==> src/rtl/weight_fetch_sequencer.sv <==
// Weight BRAM sequencer: streams DEPTH words over valid/ready through a 2-entry skid buffer.
// Optional host load path into the BRAM is compiled in with WFETCH_LOAD_EN.
module weight_fetch_sequencer #(
    parameter int unsigned DEPTH = 28,
    parameter int unsigned AW    = 5,
    parameter int unsigned DW    = 16
) (
    input  logic          CLK,
    input  logic          RST_N,
    input  logic          START,
    output logic          BUSY,
    output logic          DONE,
    output logic [AW-1:0] BRAM_ADDR,
    output logic          BRAM_EN,
    output logic          BRAM_WE,
    output logic [DW-1:0] BRAM_DI,
    input  logic [DW-1:0] BRAM_DO,
`ifdef WFETCH_LOAD_EN
    input  logic          LD_VALID,
    input  logic [DW-1:0] LD_DATA,
    output logic          LD_READY,
`endif
    output logic          W_VALID,
    input  logic          W_READY,
    output logic [DW-1:0] W_DATA,
    output logic          W_LAST
);

    localparam logic [AW-1:0] LAST = AW'(DEPTH - 1);

    typedef enum logic [2:0] {
        S_IDLE,
        S_FETCH,
        S_DRAIN,
        S_DONE
`ifdef WFETCH_LOAD_EN
        , S_LOAD
`endif
    } state_t;

    state_t        state_q, state_d;
    logic [AW-1:0] rd_cnt, out_cnt;
    logic [1:0]    occ;
    logic [DW-1:0] buf0, buf1;
    logic          bram_en_q, bram_we_q;
    logic [AW-1:0] addr_q;
    logic [DW-1:0] di_q;
    logic          busy_q, done_q;
    logic          rd_issue, wr_issue, rd_pend, pop;
    logic [2:0]    inflight;

`ifdef WFETCH_LOAD_EN
    logic [AW-1:0] wr_cnt;
`else
    assign wr_issue  = 1'b0;
    assign bram_we_q = 1'b0;
    assign di_q      = '0;
`endif

    assign rd_pend  = bram_en_q & ~bram_we_q;
    assign W_VALID  = (occ != 2'd0);
    assign W_DATA   = buf0;
    assign W_LAST   = W_VALID & (out_cnt == LAST);
    assign pop      = W_VALID & W_READY;
    // Entries buffered plus the read landing at the next edge, net of this cycle's pop.
    assign inflight = {1'b0, occ} + {2'b0, rd_pend} - {2'b0, pop};

    assign BUSY      = busy_q;
    assign DONE      = done_q;
    assign BRAM_EN   = bram_en_q;
    assign BRAM_WE   = bram_we_q;
    assign BRAM_ADDR = addr_q;
    assign BRAM_DI   = di_q;

    always_ff @(posedge CLK or negedge RST_N) begin
        if (!RST_N) state_q <= S_IDLE;
        else        state_q <= state_d;
    end

    always_comb begin
        state_d  = state_q;
        rd_issue = 1'b0;
`ifdef WFETCH_LOAD_EN
        wr_issue = 1'b0;
        LD_READY = 1'b0;
`endif
        case (state_q)
            S_IDLE: begin
                if (START) state_d = S_FETCH;
`ifdef WFETCH_LOAD_EN
                else if (LD_VALID) state_d = S_LOAD;
`endif
            end
            S_FETCH: begin
                if (inflight < 3'd2) begin
                    rd_issue = 1'b1;
                    if (rd_cnt == LAST) state_d = S_DRAIN;
                end
            end
            S_DRAIN: begin
                if (pop && W_LAST) state_d = S_DONE;
            end
`ifdef WFETCH_LOAD_EN
            S_LOAD: begin
                LD_READY = 1'b1;
                if (LD_VALID) begin
                    wr_issue = 1'b1;
                    if (wr_cnt == LAST) state_d = S_DONE;
                end
            end
`endif
            S_DONE:  state_d = S_IDLE;
            default: state_d = S_IDLE;
        endcase
    end

    always_ff @(posedge CLK or negedge RST_N) begin
        if (!RST_N) begin
            rd_cnt  <= '0;
            out_cnt <= '0;
`ifdef WFETCH_LOAD_EN
            wr_cnt  <= '0;
`endif
        end else if (state_q == S_IDLE) begin
            rd_cnt  <= '0;
            out_cnt <= '0;
`ifdef WFETCH_LOAD_EN
            wr_cnt  <= '0;
`endif
        end else begin
            if (rd_issue && rd_cnt != LAST) rd_cnt <= rd_cnt + 1'b1;
            if (pop && out_cnt != LAST)     out_cnt <= out_cnt + 1'b1;
`ifdef WFETCH_LOAD_EN
            if (wr_issue && wr_cnt != LAST) wr_cnt <= wr_cnt + 1'b1;
`endif
        end
    end

    // BRAM controls are registered so address/enable are stable well before the falling edge.
    always_ff @(posedge CLK or negedge RST_N) begin
        if (!RST_N) begin
            bram_en_q <= 1'b0;
            addr_q    <= '0;
`ifdef WFETCH_LOAD_EN
            bram_we_q <= 1'b0;
            di_q      <= '0;
`endif
        end else begin
            bram_en_q <= rd_issue | wr_issue;
            if (rd_issue) addr_q <= rd_cnt;
`ifdef WFETCH_LOAD_EN
            bram_we_q <= wr_issue;
            if (wr_issue) begin
                addr_q <= wr_cnt;
                di_q   <= LD_DATA;
            end
`endif
        end
    end

    always_ff @(posedge CLK or negedge RST_N) begin
        if (!RST_N) begin
            occ  <= 2'd0;
            buf0 <= '0;
            buf1 <= '0;
        end else begin
            case ({rd_pend, pop})
                2'b10: begin
                    if (occ == 2'd0) buf0 <= BRAM_DO;
                    else             buf1 <= BRAM_DO;
                    occ <= occ + 1'b1;
                end
                2'b01: begin
                    buf0 <= buf1;
                    occ  <= occ - 1'b1;
                end
                2'b11: begin
                    if (occ == 2'd2) begin
                        buf0 <= buf1;
                        buf1 <= BRAM_DO;
                    end else begin
                        buf0 <= BRAM_DO;
                    end
                end
                default: ;
            endcase
        end
    end

    always_ff @(posedge CLK or negedge RST_N) begin
        if (!RST_N) begin
            busy_q <= 1'b0;
            done_q <= 1'b0;
        end else begin
            busy_q <= (state_q != S_IDLE) && (state_q != S_DONE);
            done_q <= (state_q == S_DONE);
        end
    end

endmodule

==> config.mk <==
export PLATFORM = sky130hd
export DESIGN_NAME = weight_fetch_sequencer
export DESIGN_NICKNAME = d
export VERILOG_FILES = /design/src/rtl/weight_fetch_sequencer.sv
export SDC_FILE = /design/constraint.sdc
export NUM_CORES = 1
export LEC_CHECK = 0
export ABC_CLOCK_PERIOD_IN_PS = 3300
export BUFFER_PORTS_ARGS = -buffer_cell sky130_fd_sc_hd__buf_2
export CORE_MARGIN = 1
export CORE_UTILIZATION = 45
export DETAILED_ROUTE_END_ITERATION = 16
export PLACE_DENSITY = 0.81
export RECOVER_POWER = 25
export SETUP_SLACK_MARGIN = 0.15
export SLEW_MARGIN = 40
export SYNTH_ARGS = -nofsm -noshare
export SYNTH_HDL_FRONTEND = slang
export SYNTH_SLANG_ARGS = --single-unit
export TNS_END_PERCENT = 30
==> constraint.sdc <==
create_clock -name CLK -period 3.3 [get_ports CLK]
set_clock_uncertainty 0.15 [all_clocks]
set_input_delay 0.33 -clock CLK [delete_from_list [all_inputs] [get_ports CLK]]
set_output_delay 0.33 -clock CLK [all_outputs]
set_load 0.005 [all_outputs]
==> results of run 1 <==
cell type report:
type                            instances  area [sq um]  share of cell area [%]
Sequential cell                        54          1350                    45.8
Clock buffer                            7          86.3                    2.93
Clock inverter                          1          8.76                   0.297
Inverter                                8          30.0                    1.02
Multi-Input combinational cell        156          1120                    38.0
Tap cell                               72          90.1                    3.05
Timing Repair Buffer                   50           264                    8.95
routing by layer:
| metal | up-vias | routed length [um] |
|---|---|---|
| met5 | - | 0 |
| met4 | 0 | 96 |
| met3 | 9 | 162 |
| met2 | 51 | 2260 |
| met1 | 856 | 2130 |
| li1 | 856 | - |
flip-flops by register name, indices dropped and copies added (netlist names):
signal     count
BRAM_ADDR      5
occ            2
out_cnt        5
DONE           1
W_DATA        16
BRAM_EN        1
state_q        2
buf1          16
rd_cnt         5
BUSY           1
cells by family (layout without fill, tap and decap cells):
family          Yosys count  after routing
compound gates           45             45
xor+xnor                 11             11
fa+ha+maj                10             10
buf+inv                  36             66
flops                    54             54
mux                      25             25
other cells               1             17
simple gates             48             48
cell usage after synthesis, drive strengths merged (3+ instances only):
cell type  count
nand4          6
clkbuf         6
xor2           7
buf           22
dfrtp         54
mux2i          3
a21oi          3
mux2          22
and3           3
inv            8
o21ai         19
xnor2          4
a22oi         16
ha             9
nand2         18
nor2          14
critical path, cell delays in order (launching register included):
cell and delay [ps]:
dfrtp_1 470, inv_1 120, and3_1 200, o21ai_0 120, fa_1 470, xnor2_4 230, or3b_1 370, a221o_1 360
mux2_4 310
power by group through the flow:
stage / logic (mW) / registers [mW] / clock network, mW
2_1_floorplan: 0.822 / 1.11 / 0
3_3_place_gp: 1.06 / 1.12 / 0
3_5_place_dp: 1.12 / 1.14 / 0
4_1_cts: 1.12 / 1.12 / 0.394
5_1_grt: 1.23 / 1.17 / 0.426
6_report: 1.10 / 1.12 / 0.381
how the worst min path moves through the flow:
stage,startpoint,end,slack (ps),depth (start not counted)
3_3_place_gp,RST_N,BRAM_ADDR[2]$_DFFE_PN0P_,300,1
3_5_place_dp,RST_N,BRAM_ADDR[2]$_DFFE_PN0P_,300,1
4_1_cts,BRAM_DO[6],buf1[6]$_DFFE_PN0P_,110,2
5_1_grt,BRAM_DO[14],buf1[14]$_DFFE_PN0P_,110,2
2_1_floorplan,RST_N,BRAM_ADDR[0]$_DFFE_PN0P_,-120,0
6_report,BRAM_DO[0],buf1[0]$_DFFE_PN0P_,120,2
==> reports/results.ini, run 1 <==
[placement]
place.detailed.hpwl_mm = 3.32
dp.cells = 339
placed_area_sq_um = 2850
io_buffer_count = 45
place.gp.congestion = 0.783
place_ws_ps = 414

[critical_path]
worstPathMaxFanout = 7
critPathKind = flop to flop
r2r_end = state_q[1]$_DFFE_PN0P_
r2r_start = occ[0]$_DFFE_PN0P_
crit_path_end_kind = flop
cp-endpoint = state_q[1]$_DFFE_PN0P_
worstSetupStartpoint = occ[0]$_DFFE_PN0P_
reg2reg_depth = 8
r2r_setup_slack_ps = 400
crit_arrival_ps = 2950
cp-start-kind = flop
required_ps = 3340

[route]
wire_per_inst_um = 13.4
dr.first_iter.drc_count = 87
first_pass_iters = 6
via_per_inst = 5.09
wl_mm = 4.65
num_vias = 1772
ant_nets = 0
drc = 0

[cells_and_area]
drive_gt1_share_pct = 29.3
fin_area_sq_um = 2950
finish.utilization_pct = 52.9
final_cells = 348
area_growth_pct = 12.6
nets = 305
diodes = 0
layout_common_cells = dfrtp_1 (54), buf_2 (44), mux2_2 (21), o21ai_0 (18), nand2_1 (18)
fillCellCount = 511
layout_commonest_cell = dfrtp_1

[power]
swShare_pct = 36.2
power.density_nw_per_um2 = 883
leakagePower_nw = 1.47
power.total_mw = 2.61
p_int_mw = 1.66
combPwrFrac_pct = 42.3
p_switching_uw = 942
p_seq_share_pct = 43.0
irDropWorstVdd_mv = 0.324
power.share.clock_pct = 14.6

[global_routing]
grt_usage_pct = 16.8
grt_pass1_vias = 1723
grt_use_met2_pct = 27.2
grt_pass1_wl_mm = 8.02
groute.layer.met3.usage_pct = 2.67
antenna_found_initial = 0
grt_overflow = 0
grt_use_met1_pct = 21.9
grt_max_degree = 36
grt_busiest_layer = met2

[timing]
worstMarginPinSlew_ps = 1870
slew_headroom_pct = -24.7
post-route-min-period_ps = 2900
fmax_mhz = 344
finalSetupViolCount = 0
finalHoldViolCount = 0
rsz0062_at_grt = false
hold_ws_ps = 121
tns_ps = 0
finalWorstSetupSlack_ps = 397
slew_viol_final = 36
fin_crit_sh_pct = 88.0

[logic_synthesis]
ys_seq_area_share_pct = 51.6
synth_top_cell_by_area = dfrtp_1
synth.area.mux_share_pct = 10.7
yosys.area_share.simple_pct = 8.74
synth_top_cells_by_area = dfrtp_1 (52%), mux2_2 (9.0%), buf_4 (5.2%)
synth_xor_area_share_pct = 4.39
synthArstFlopShare_pct = 100
synth_top_family_by_area = compound AO/OA/AOI/OAI gates
syn_area_sq_um = 2620
synthAdderAreaFrac_pct = 5.06
synth-edff-count = 0
syn_avg_cell_area_sq_um = 11.4
ys_warn_count = 0
synth_top_area_share_pct = 51.6
synth_compound_area_share_pct = 11.2
syn_inst = 230
ys_types = 34
synth-seq-cells = 54
ys.flop_type = dfrtp_1

[floorplan]
fp.dieH_um = 78.3
die_w_um = 78.3
die_area_sq_um = 6130
io_pins = 63
rows = 27
core_sq_um = 5570
initial_utilization_pct = 47.0

[clock_tree]
clk_pin_slew_ps = 90
cts_inserted_buffers = 5
cts_root_buf = clkbuf_8
clockBufferDepth = 2
cts.sinks = 54
htreeDepth = 2
cts_tree = yes
clk_latency_ps = 300
cts_resized = 0
post_cts_buffers = 0
holdBufCountCts = 1

[job]
maxCapViolCount = 1

[hold_path]
worstHoldPathType = input port to flop

[outcome]
outcome = finished with violations
violations = capacitance limit, slew limit

(Power assumes the default switching activity.)
==> run 2, diff against run 1 <==
- ABC_AREA: default -> 1
- PLACE_DENSITY: 0.81 -> 0.79
==> run 2 against run 1 <==
Net effect: the flow now finishes without violations; setup slack improved by 130 ps; non-clock buffer count decreased by 2; register-to-register slack improved by 130 ps; flip-flop and latch count unchanged; critical path type unchanged; largest cell class is now multi-input combinational cells; highest routed layer unchanged.
==> reports/results.ini, run 2 <==
[outcome]
outcome = complete, no violations

[clock_tree]
cts_tree = yes
clockBufferDepth = 2  ; unchanged
cts_root_buf = clkbuf_8
post_cts_buffers = 0  ; unchanged
cts_inserted_buffers = 5  ; unchanged
clk_latency_ps = 310  ; about the same
htreeDepth = 2  ; unchanged
cts.sinks = 54  ; unchanged
clk_pin_slew_ps = 100  ; about the same

[hold_path]
worstHoldPathType = input port to flop

[cells_and_area]
area_growth_pct = 8.68
seq_area_sq_um = 1350  ; unchanged
drive_gt1_share_pct = 18.9  ; -10 points
diodes = 0  ; unchanged
nets = 468  ; +53%
fillCellCount = 675  ; +32%
layout_common_cells = nand2_1 (135), dfrtp_1 (54), nand3_1 (45), buf_2 (42), inv_1 (33)
layout_commonest_cell = nand2_1
multi_input_area_sq_um = 1530  ; +37%

[timing]
rsz0062_at_grt = false
slew_viol_final = 0  ; -100%
finalHoldViolCount = 0  ; unchanged
fin_crit_sh_pct = 84.1  ; -3.9 points
hold_ws_ps = 108  ; -13.2 ps
tns_ps = 0  ; unchanged
finalSetupViolCount = 0  ; unchanged
slew_headroom_pct = 26.5  ; +51 points
fmax_mhz = 360  ; +4.6%
worstMarginPinSlew_ps = 1100  ; -767 ps
post-route-min-period_ps = 2780  ; -127 ps

[logic_synthesis]
netlist_top_cells_count = nand2_1 (135), dfrtp_1 (54), nand3_1 (45), inv_1 (33), o21ai_0 (29)
syn_avg_cell_area_sq_um = 8.02  ; -30%
syn_inst = 399  ; +73%
synthArstFlopShare_pct = 100  ; unchanged
synth_top_cell_by_area = dfrtp_1
yosysMostFrequentCell = nand2_1
synth-edff-count = 0  ; unchanged
synth_top_cells_by_area = dfrtp_1 (42%), nand2_1 (16%), nand3_1 (7.0%)
ys_types = 32  ; -5.9%
synth_top_area_share_pct = 42.2  ; -9.3 points
ys_seq_area_share_pct = 42.2  ; -9.3 points
syn_area_sq_um = 3200  ; +22%
ys.flop_type = dfrtp_1
ys_warn_count = 0  ; unchanged
synth-seq-cells = 54  ; unchanged

[floorplan]
core_sq_um = 6830  ; +23%
die_w_um = 86.3  ; +10%
fp.dieH_um = 86.3  ; +10%
io_pins = 63  ; unchanged
die_area_sq_um = 7450  ; +21%
initial_utilization_pct = 46.8  ; -0.19 points
rows = 30  ; +11%

[route]
dr.first_iter.drc_count = 125  ; +44%
wl_mm = 6.49  ; +40%
num_vias = 2590  ; +46%
via_per_inst = 4.84  ; -4.9%
first_pass_iters = 4  ; -2
ant_nets = 0  ; unchanged
wire_per_inst_um = 12.1  ; -9.2%
drc = 0  ; unchanged

[critical_path]
slowest_stage = dfrtp_1
worstPathMaxFanout = 13  ; +6
critPathMaxStageDelay_ps = 460  ; about the same
crit_family = simple AND/OR/NAND/NOR gates
path_cells = inv_1 > nand2_2 > nor2_1 > o21ai_0 > fa_1 > inv_1 > nand2_1 > nand2_1 > nand3_1 > nor2_1 > nand3_1 > o21ai_0
critPathKind = flop to flop
critical_path_buf_inv_count = 2  ; +1
crit_path_end_kind = flop
required_ps = 3380  ; +40 ps
cp-start-kind = flop
crit_arrival_ps = 2850  ; -100 ps

[global_routing]
grt_max_degree = 36  ; unchanged
grt_overflow = 0  ; unchanged
antenna_found_initial = 0  ; unchanged
grt_pass1_wl_mm = 11.3  ; +41%
grt_usage_pct = 19.2  ; +2.4 points
grt_pass1_vias = 2479  ; +44%

[job]
maxCapViolCount = 0  ; -1

[placement]
place.gp.congestion = 0.753  ; -3.9%
io_buffer_count = 45  ; unchanged
place.detailed.hpwl_mm = 4.47  ; +35%

[power]
irDropWorstVdd_mv = 0.496  ; +53%
power.density_nw_per_um2 = 808  ; -8.5%
leakagePower_nw = 1.78  ; +21%

-- run 2: path summary, 6_finish.rpt --
| path | from | endpoint | slack (ps) | depth (start not counted) |
|---|---|---|---|---|
| max reg2reg | occ[0]$_DFFE_PN0P_ | rd_cnt[2]$_DFFE_PN0P_ | 520 | 12 |
| max | occ[0]$_DFFE_PN0P_ | rd_cnt[2]$_DFFE_PN0P_ | 520 | 12 |
| min | BRAM_DO[13] | buf1[13]$_DFFE_PN0P_ | 110 | 3 |
| min reg2reg | W_DATA[5]$_DFFE_PN0P_ | W_DATA[5]$_DFFE_PN0P_ | 330 | 2 |
| max in group asynchronous | RST_N | rd_cnt[0]$_DFFE_PN0P_ | 1340 | 3 |
| min in group asynchronous | RST_N | buf1[11]$_DFFE_PN0P_ | 600 | 2 |
-- run 2: worst register-to-register path, stage by stage, from the launching register on --
cell     delay, ps
dfrtp_1        460
inv_1          120
nand2_2         60
nor2_1         220
o21ai_0        180
fa_1           440
inv_1           70
nand2_1         40
nand2_1         80
nand3_1        360
nor2_1         320
nand3_1         90
o21ai_0        100
-- run 2: report_power, final --
group	total, mW	switching (mW)	internal, mW
clock	0.379	0.209	0.170
combinational	1.32	0.825	0.498
sequential	1.11	0.179	0.927
total	2.81	1.21	1.60
-- run 2: logic make-up after synthesis --
family	after synthesis	synth area share, %
and+or+nand+nor	209	29.0
DFF	54	42.2
AOI/OAI and AO/OA	50	10.3
buffers and inverters	67	12.0
adders and majority gates	10	4.15
other	1	0.117
xor gates and xnor gates	8	2.19
-- run 2: cell type report --
type / count / area share [%]
inverters: 35 / 3.92
well taps: 96 / 3.45
clock inverters: 1 / 0.144
repair buffers: 48 / 7.09
multi-input cells: 294 / 44.0
clock buffers: 7 / 2.48
flip-flops and latches: 54 / 38.9
-- run 2: timing repair --
action | in CTS | in global routing
resized for setup | 0 | 1
hold buffers | 1 | 0
endpoints found under the hold margin | 19 | 0
endpoints found under the setup margin | 0 | 1
-- run 2: metal layers --
metal | GRT usage [%] | part of all wire, %
met2 | 31.9 | 49
met3 | 4.86 | 5.5
met5 | 0 | 0
met4 | 3.94 | 0.57
met1 | 25.4 | 45
-- run 2: per-stage QoR --
step           total power, mW  utilization, %  setup WS (ps)  area (sq um)  instances
2_1_floorplan             2.12               -           1140          3260        415
3_3_place_gp              2.39            49.4            669          3370        526
3_5_place_dp              2.44            49.4            521          3370        526
4_1_cts                   2.83            50.8            508          3470        535
5_1_grt                   3.08            50.9            179          3480        535
6_report                  2.81            50.9            524          3480        535
